File: src/rtl/button_cond_pkg.sv
// button_cond_pkg: channel state encoding and default parameters for the button conditioner
// Shared by button_channel and button_conditioner; no ports.
package button_cond_pkg;
    typedef enum logic [1:0] {IDLE = 2'd0, HELD = 2'd1, REPEAT = 2'd2} state_t;
    localparam int DEF_N_CH          = 4;
    localparam int DEF_DB_CYCLES     = 500000;
    localparam int DEF_REPEAT_DELAY  = 25000000;
    localparam int DEF_REPEAT_PERIOD = 5000000;
    localparam int DEF_ACTIVE_LOW    = 1;
endpackage

File: src/rtl/button_conditioner_if.sv
// button_conditioner_if: per-channel button inputs and conditioned outputs
// buttons_in/repeat_en flow master->slave; level_out, press_pulse, release_pulse flow slave->master.
interface button_conditioner_if #(
    parameter int N_CH = 4
);
    logic [N_CH-1:0] buttons_in;
    logic [N_CH-1:0] repeat_en;
    logic [N_CH-1:0] level_out;
    logic [N_CH-1:0] press_pulse;
    logic [N_CH-1:0] release_pulse;
    modport master (
        output buttons_in, repeat_en,
        input  level_out, press_pulse, release_pulse
    );
    modport slave (
        input  buttons_in, repeat_en,
        output level_out, press_pulse, release_pulse
    );
endinterface

File: src/rtl/button_channel.sv
// button_channel: one button channel -- synchronizer, debounce and auto-repeat state machine
// i_clock/i_n_reset: clock and async active-low reset; i_button: raw level; i_repeat_en: auto-repeat enable
// o_level: debounced pressed level; o_press: press/repeat pulse; o_release: release pulse
module button_channel
    import button_cond_pkg::*;
#(
    parameter int DB_CYCLES     = DEF_DB_CYCLES,
    parameter int REPEAT_DELAY  = DEF_REPEAT_DELAY,
    parameter int REPEAT_PERIOD = DEF_REPEAT_PERIOD,
    parameter int ACTIVE_LOW    = DEF_ACTIVE_LOW
) (
    input  logic i_clock,
    input  logic i_n_reset,
    input  logic i_button,
    input  logic i_repeat_en,
    output logic o_level,
    output logic o_press,
    output logic o_release
);
    localparam int   DB_W     = $clog2(DB_CYCLES);
    localparam int   RP_W     = $clog2(REPEAT_DELAY > REPEAT_PERIOD ? REPEAT_DELAY : REPEAT_PERIOD);
    localparam logic IDLE_RAW = ACTIVE_LOW != 0;
    logic            r_sync1, r_sync2, r_level, r_press, r_release;
    logic [DB_W-1:0] r_db_cnt;
    logic [RP_W-1:0] r_rpt_cnt;
    state_t          r_state;
    logic            w_pressed, w_differs, w_accept;
    // XOR with the raw idle level normalises so that 1 always means pressed
    assign w_pressed = r_sync2 ^ IDLE_RAW;
    assign w_differs = w_pressed != r_level;
    assign w_accept  = w_differs && r_db_cnt == DB_W'(DB_CYCLES - 1);
    always_ff @(posedge i_clock or negedge i_n_reset) begin
        if (!i_n_reset) begin
            r_sync1  <= IDLE_RAW;
            r_sync2  <= IDLE_RAW;
            r_db_cnt <= '0;
            r_level  <= 1'b0;
        end else begin
            r_sync1  <= i_button;
            r_sync2  <= r_sync1;
            r_db_cnt <= (w_differs && !w_accept) ? r_db_cnt + 1'b1 : '0;
            r_level  <= r_level ^ w_accept;
        end
    end
    // An accepted edge overrides any repeat event in the same cycle, so press and release never coincide
    always_ff @(posedge i_clock or negedge i_n_reset) begin
        if (!i_n_reset) begin
            r_state   <= IDLE;
            r_rpt_cnt <= '0;
            r_press   <= 1'b0;
            r_release <= 1'b0;
        end else begin
            r_press   <= 1'b0;
            r_release <= 1'b0;
            if (w_accept) begin
                r_state   <= w_pressed ? HELD : IDLE;
                r_rpt_cnt <= '0;
                r_press   <= w_pressed;
                r_release <= !w_pressed;
            end else begin
                case (r_state)
                    HELD: begin
                        if (!i_repeat_en) begin
                            r_rpt_cnt <= '0;
                        end else if (r_rpt_cnt == RP_W'(REPEAT_DELAY - 1)) begin
                            r_rpt_cnt <= '0;
                            r_press   <= 1'b1;
                            r_state   <= REPEAT;
                        end else begin
                            r_rpt_cnt <= r_rpt_cnt + 1'b1;
                        end
                    end
                    REPEAT: begin
                        if (!i_repeat_en) begin
                            r_rpt_cnt <= '0;
                            r_state   <= HELD;
                        end else if (r_rpt_cnt == RP_W'(REPEAT_PERIOD - 1)) begin
                            r_rpt_cnt <= '0;
                            r_press   <= 1'b1;
                        end else begin
                            r_rpt_cnt <= r_rpt_cnt + 1'b1;
                        end
                    end
                    default: begin
                        r_state   <= IDLE;
                        r_rpt_cnt <= '0;
                    end
                endcase
            end
        end
    end
    assign o_level   = r_level;
    assign o_press   = r_press;
    assign o_release = r_release;
endmodule

File: src/rtl/button_conditioner.sv
// button_conditioner: N_CH independent debounced buttons with press/release pulses and auto-repeat
// clock: system clock; n_reset: async active-low reset; bus: slave side of button_conditioner_if
module button_conditioner
    import button_cond_pkg::*;
#(
    parameter int N_CH          = DEF_N_CH,
    parameter int DB_CYCLES     = DEF_DB_CYCLES,
    parameter int REPEAT_DELAY  = DEF_REPEAT_DELAY,
    parameter int REPEAT_PERIOD = DEF_REPEAT_PERIOD,
    parameter int ACTIVE_LOW    = DEF_ACTIVE_LOW
) (
    input logic                  clock,
    input logic                  n_reset,
    button_conditioner_if.slave  bus
);
    genvar c;
    generate
        for (c = 0; c < N_CH; c++) begin : g_ch
            button_channel #(
                .DB_CYCLES    (DB_CYCLES),
                .REPEAT_DELAY (REPEAT_DELAY),
                .REPEAT_PERIOD(REPEAT_PERIOD),
                .ACTIVE_LOW   (ACTIVE_LOW)
            ) u_ch (
                .i_clock    (clock),
                .i_n_reset  (n_reset),
                .i_button   (bus.buttons_in[c]),
                .i_repeat_en(bus.repeat_en[c]),
                .o_level    (bus.level_out[c]),
                .o_press    (bus.press_pulse[c]),
                .o_release  (bus.release_pulse[c])
            );
        end
    endgenerate
endmodule

File: src/flat_wrapper.sv
// flat-port wrapper written by rule: the top's interface ports become plain ports
module button_conditioner_flat import button_cond_pkg::*;
#(
    parameter int N_CH          = DEF_N_CH,
    parameter int DB_CYCLES     = DEF_DB_CYCLES,
    parameter int REPEAT_DELAY  = DEF_REPEAT_DELAY,
    parameter int REPEAT_PERIOD = DEF_REPEAT_PERIOD,
    parameter int ACTIVE_LOW    = DEF_ACTIVE_LOW
)
  (clock, n_reset, bus_buttons_in, bus_repeat_en, bus_level_out, bus_press_pulse, bus_release_pulse);
  button_conditioner_if #(.N_CH(N_CH)) bus_i ();
  input logic clock;
  input logic n_reset;
  input wire logic [$bits(bus_i.buttons_in)-1:0] bus_buttons_in;
  input wire logic [$bits(bus_i.repeat_en)-1:0] bus_repeat_en;
  output wire logic [$bits(bus_i.level_out)-1:0] bus_level_out;
  output wire logic [$bits(bus_i.press_pulse)-1:0] bus_press_pulse;
  output wire logic [$bits(bus_i.release_pulse)-1:0] bus_release_pulse;
  assign bus_i.buttons_in = bus_buttons_in;
  assign bus_i.repeat_en = bus_repeat_en;
  assign bus_level_out = bus_i.level_out;
  assign bus_press_pulse = bus_i.press_pulse;
  assign bus_release_pulse = bus_i.release_pulse;
  button_conditioner #(.N_CH(N_CH), .DB_CYCLES(DB_CYCLES), .REPEAT_DELAY(REPEAT_DELAY), .REPEAT_PERIOD(REPEAT_PERIOD), .ACTIVE_LOW(ACTIVE_LOW)) u_core (.clock(clock), .n_reset(n_reset), .bus(bus_i));
endmodule
File: config.mk
export PLATFORM = sky130hd
export DESIGN_NAME = button_conditioner_flat
export DESIGN_NICKNAME = d
export VERILOG_FILES = /design/src/rtl/button_cond_pkg.sv /design/src/rtl/button_conditioner_if.sv /design/src/rtl/button_channel.sv /design/src/rtl/button_conditioner.sv /design/src/flat_wrapper.sv
export SDC_FILE = /design/constraint.sdc
export NUM_CORES = 1
export LEC_CHECK = 0
export ABC_AREA = 1
export BUFFER_PORTS_ARGS = -buffer_cell sky130_fd_sc_hd__buf_2
export CAP_MARGIN = 5
export CORE_ASPECT_RATIO = 0.6
export CORE_MARGIN = 2
export CORE_UTILIZATION = 50
export CTS_BUF_LIST = sky130_fd_sc_hd__clkbuf_16
export DETAILED_ROUTE_END_ITERATION = 7
export GPL_TIMING_DRIVEN = 0
export HOLD_SLACK_MARGIN = 0.08
export PLACE_DENSITY = 0.76
export RECOVER_POWER = 25
export SYNTH_ARGS = -nofsm -noshare
export SYNTH_HDL_FRONTEND = slang
export SYNTH_SLANG_ARGS = --single-unit
File: constraint.sdc
create_clock -name clock -period 1.7 [get_ports clock]
set_input_delay 0.34 -clock clock [delete_from_list [all_inputs] [get_ports clock]]
set_output_delay 0.34 -clock clock [all_outputs]
set_load 0.05 [all_outputs]
==> qor.txt <==
n_diodes: 0
Synth top area share: 41.3%
post-synthesis cell type count: 35
Avg Synthesized Cell Area: 7.37 sq um
Slowest Stage Delay on Critical Path: 0.40 ns
synth warn: 0
Routed WL: 28.8 mm
die height: 123 microns
worst slack, placed: -0.314 ns
count leader, synth: nand2_1
initial DRC count: 1200
antenna-violating nets left: 0
LEAKAGE: 6.21 nW
post-synthesis adder-cell area fraction: 2.11%
crit end category: register
Max clock buf depth: 3
crit-path cells: inv_1 > nand4_1 > nor2_4 > nand4_1 > nand2_1 > nand2_1 > nand2_4 > clkbuf_16 > nor2_1
first-pass GRT wire length: 45.6 mm
Power, Total: 9.72 mW
Post-synth EDFFs: 0
pin count of the biggest net entering global routing: 119
run status: finished clean
GRT overflow: 0
Worst slew margin: 39.6%
post-synthesis xor/xnor area fraction: 6.94%
I/O pin count: 22
Yosys reg bits: 204
Fin. Hold Viols: 0
simple-gate portion of the synthesized area: 37.2%
worst skew pair latency: 0.52 ns
Die W: 203 microns
Max Cap Viol: 0
antenna violations before repair: 0
slowest CP cell: dfrtp_1
Pre-antenna DRT Iters: 6
top cells by count, synth: nand2_1, nor2_1, inv_1
DIE AREA: 0.0250 sq mm
Startpoint Class: register
via count: 10900
Hold Path Class: in -> reg
worst clock skew: 0.0122 ns
CP Class: reg -> reg
Placer Congestion: 0.991
CORE AREA: 0.0232 sq mm
ys async rst share: 100%
Tightest Pin Transition: 0.906 ns
CP top delay family: simple AND/OR/NAND/NOR gates
CP required: 2.09 ns
Crit Path Max Fanout: 6
Seq/Total Area, Yosys: 43.1%
Hold WS: 0.131 ns
minimum clock period: 1.69 ns
initial core utilization: 51.2%
Synth Area in Compound Gates: 1.90%
WP buf/inv: 2
Site Rows: 43
Worst-path clk slew: 0.06 ns
highest clock rate: 592 MHz
Critical Path AT: 2.08 ns
routed len/inst: 14.0 microns
Setup WS post-layout: 0.0105 ns
Netlist Area Pre-Place: 0.0119 sq mm
Primary FF master, synth: dfrtp_1
CTS Buf Count: 21
share of layout cells above drive strength 1: 18.6%
Post-Synthesis Cells: 1609
area leader, netlist: dfrtp_1
Final Max Slew Viols: 0
nets@finish: 1757
Root Buffer: clkbuf_16
mux contribution to synthesized area: 0%
IO Port Bufs: 21
Synthesized Nets: 1639
vias in the first global route: 9480
CTS Sinks: 204
post-DP HPWL: 19.1 mm
final setup fails: 0
H-tree levels: 1
Tcrit/Tclk final: 99.4%
RSZ-0062 raised after global routing: true
area delta synth->final: 21.3%
detailed-route DRC error count: 0
Synth area leaders: dfrtp_1, nand2_1, nor2_1, inv_1, xor2_1
gr usage total: 22.2%
Pwr Density: 675 mW/mm^2
via/cell ratio: 5.30
VDD IR max: 0.000597 V
main combinational cell family by area after synthesis: simple AND/OR/NAND/NOR gates
TritonCTS clock tree: built
## final timing paths
check | cells after the start | startpoint | slack [ns] | to
max | 9 | u_core.g_ch[2].u_ch.r_rpt_cnt[7] | 0.01 | u_core.g_ch[2].u_ch.r_rpt_cnt[19]
max in group asynchronous | 3 | n_reset | 0.26 | u_core.g_ch[3].u_ch.r_rpt_cnt[10]
min reg2reg | 0 | u_core.g_ch[2].u_ch.r_sync1 | 0.36 | u_core.g_ch[2].u_ch.r_sync2
min | 3 | bus_repeat_en[3] | 0.13 | u_core.g_ch[3].u_ch.r_rpt_cnt[24]
max reg2reg | 9 | u_core.g_ch[2].u_ch.r_rpt_cnt[7] | 0.01 | u_core.g_ch[2].u_ch.r_rpt_cnt[19]
min in group asynchronous | 2 | n_reset | 0.49 | u_core.g_ch[2].u_ch.r_db_cnt[10]
## timing repair
item / in CTS / in global routing
endpoints found under the hold margin: 117 / 0
pin swaps: 16 / 29
endpoints found under the setup margin: 160 / 160
setup buffers: 28 / 36
hold buffers: 5 / 0
gates resized for setup: 52 / 147
cloned: 2 / 4
## tightest hold or removal path: stages
cell,delay (ns)
buf_2,0.15
nand3_1,0.09
nor2_1,0.04
## state kept, by name (all words and copies together), names as in the netlist, named ones only
register and count:
u_core.g_ch.u_ch.r_state 8, u_core.g_ch.u_ch.o_release 4, u_core.g_ch.u_ch.r_sync1 4, u_core.g_ch.u_ch.r_rpt_cnt 100
u_core.g_ch.u_ch.o_press 4, u_core.g_ch.u_ch.r_db_cnt 76, u_core.g_ch.u_ch.r_sync2 4
## layer usage
metal,vias up,wire (microns),global-route usage (%)
li1,5287,-,-
met1,5133,14100,35.4
met2,441,11800,30.3
met3,46,2460,5.03
met4,0,473,4.65
met5,-,0,0
## report_power, final
| group | switching [mW] | internal [mW] | leakage [nW] |
|---|---|---|---|
| combinational | 0.184 | 0.0908 | 3.08 |
| clock | 1.97 | 2.55 | 0.339 |
| sequential | 0.0341 | 4.89 | 2.80 |
| total | 2.18 | 7.54 | 6.21 |
## area by class of cell
class | instances | area (sq um)
plain buffers | 25 | 235
clock buffers | 21 | 526
clock inverters | 16 | 128
fillers | 1891 | 8790
inverters | 220 | 826
multi-input cells | 1158 | 6360
flip-flops and latches | 204 | 5130
well taps | 315 | 394
repair buffers | 97 | 805
## cells by family after synthesis
| logic type | count (synthesis) |
|---|---|
| buffers and inverters | 247 |
| DFF | 204 |
| AOI/OAI and AO/OA | 43 |
| xor gates and xnor gates | 94 |
| and+or+nand+nor | 1001 |
| adders and majority gates | 20 |
## per-stage QoR
stage               cell area [sq um]  TNS, ns  util [%]  cells
finish                          14400        0      62.1   2056
global route                    14400    -3.14      62.1   2056
CTS                             13500        0      58.3   2017
detailed placement              12400   -26.76      53.5   1946
global placement                12400  -656.39      53.3   1945
floorplan                       11900        0         -   1609
## cells in the final DEF (no fill, tap or decap), types with 3 or more instances in the layout
cell type / synthesis / final
nand3_2: 3 / 13
nor2_2: 19 / 46
buf_8: 0 / 3
buf_4: 17 / 72
nand2_4: 0 / 12
clkinv_2: 0 / 4
a21oi_1: 10 / 10
clkbuf_16: 0 / 23
dlygate4sd3_1: 0 / 5
nor3_1: 83 / 72
nand4_1: 49 / 49
clkinv_1: 0 / 4
and3_1: 4 / 4
nand2_2: 12 / 18
nor2_1: 331 / 284
nand3_4: 0 / 7
inv_2: 2 / 11
buf_2: 3 / 19
ha_1: 20 / 12
a31oi_1: 5 / 5
nand3_1: 133 / 116
nor2_4: 4 / 24
inv_1: 218 / 213
xnor2_1: 16 / 14
dfrtp_2: 0 / 10
dfstp_2: 8 / 8
nor3_4: 1 / 5
nor3_2: 4 / 11
buf_6: 4 / 16
nor3b_1: 13 / 12
nand2_1: 337 / 319
ha_4: 0 / 6
xor2_1: 78 / 77
dfrtp_1: 196 / 186
and2_1: 3 / 3
o21ai_0: 26 / 24
No activity file was read; power rests on OpenSTA's default activity.
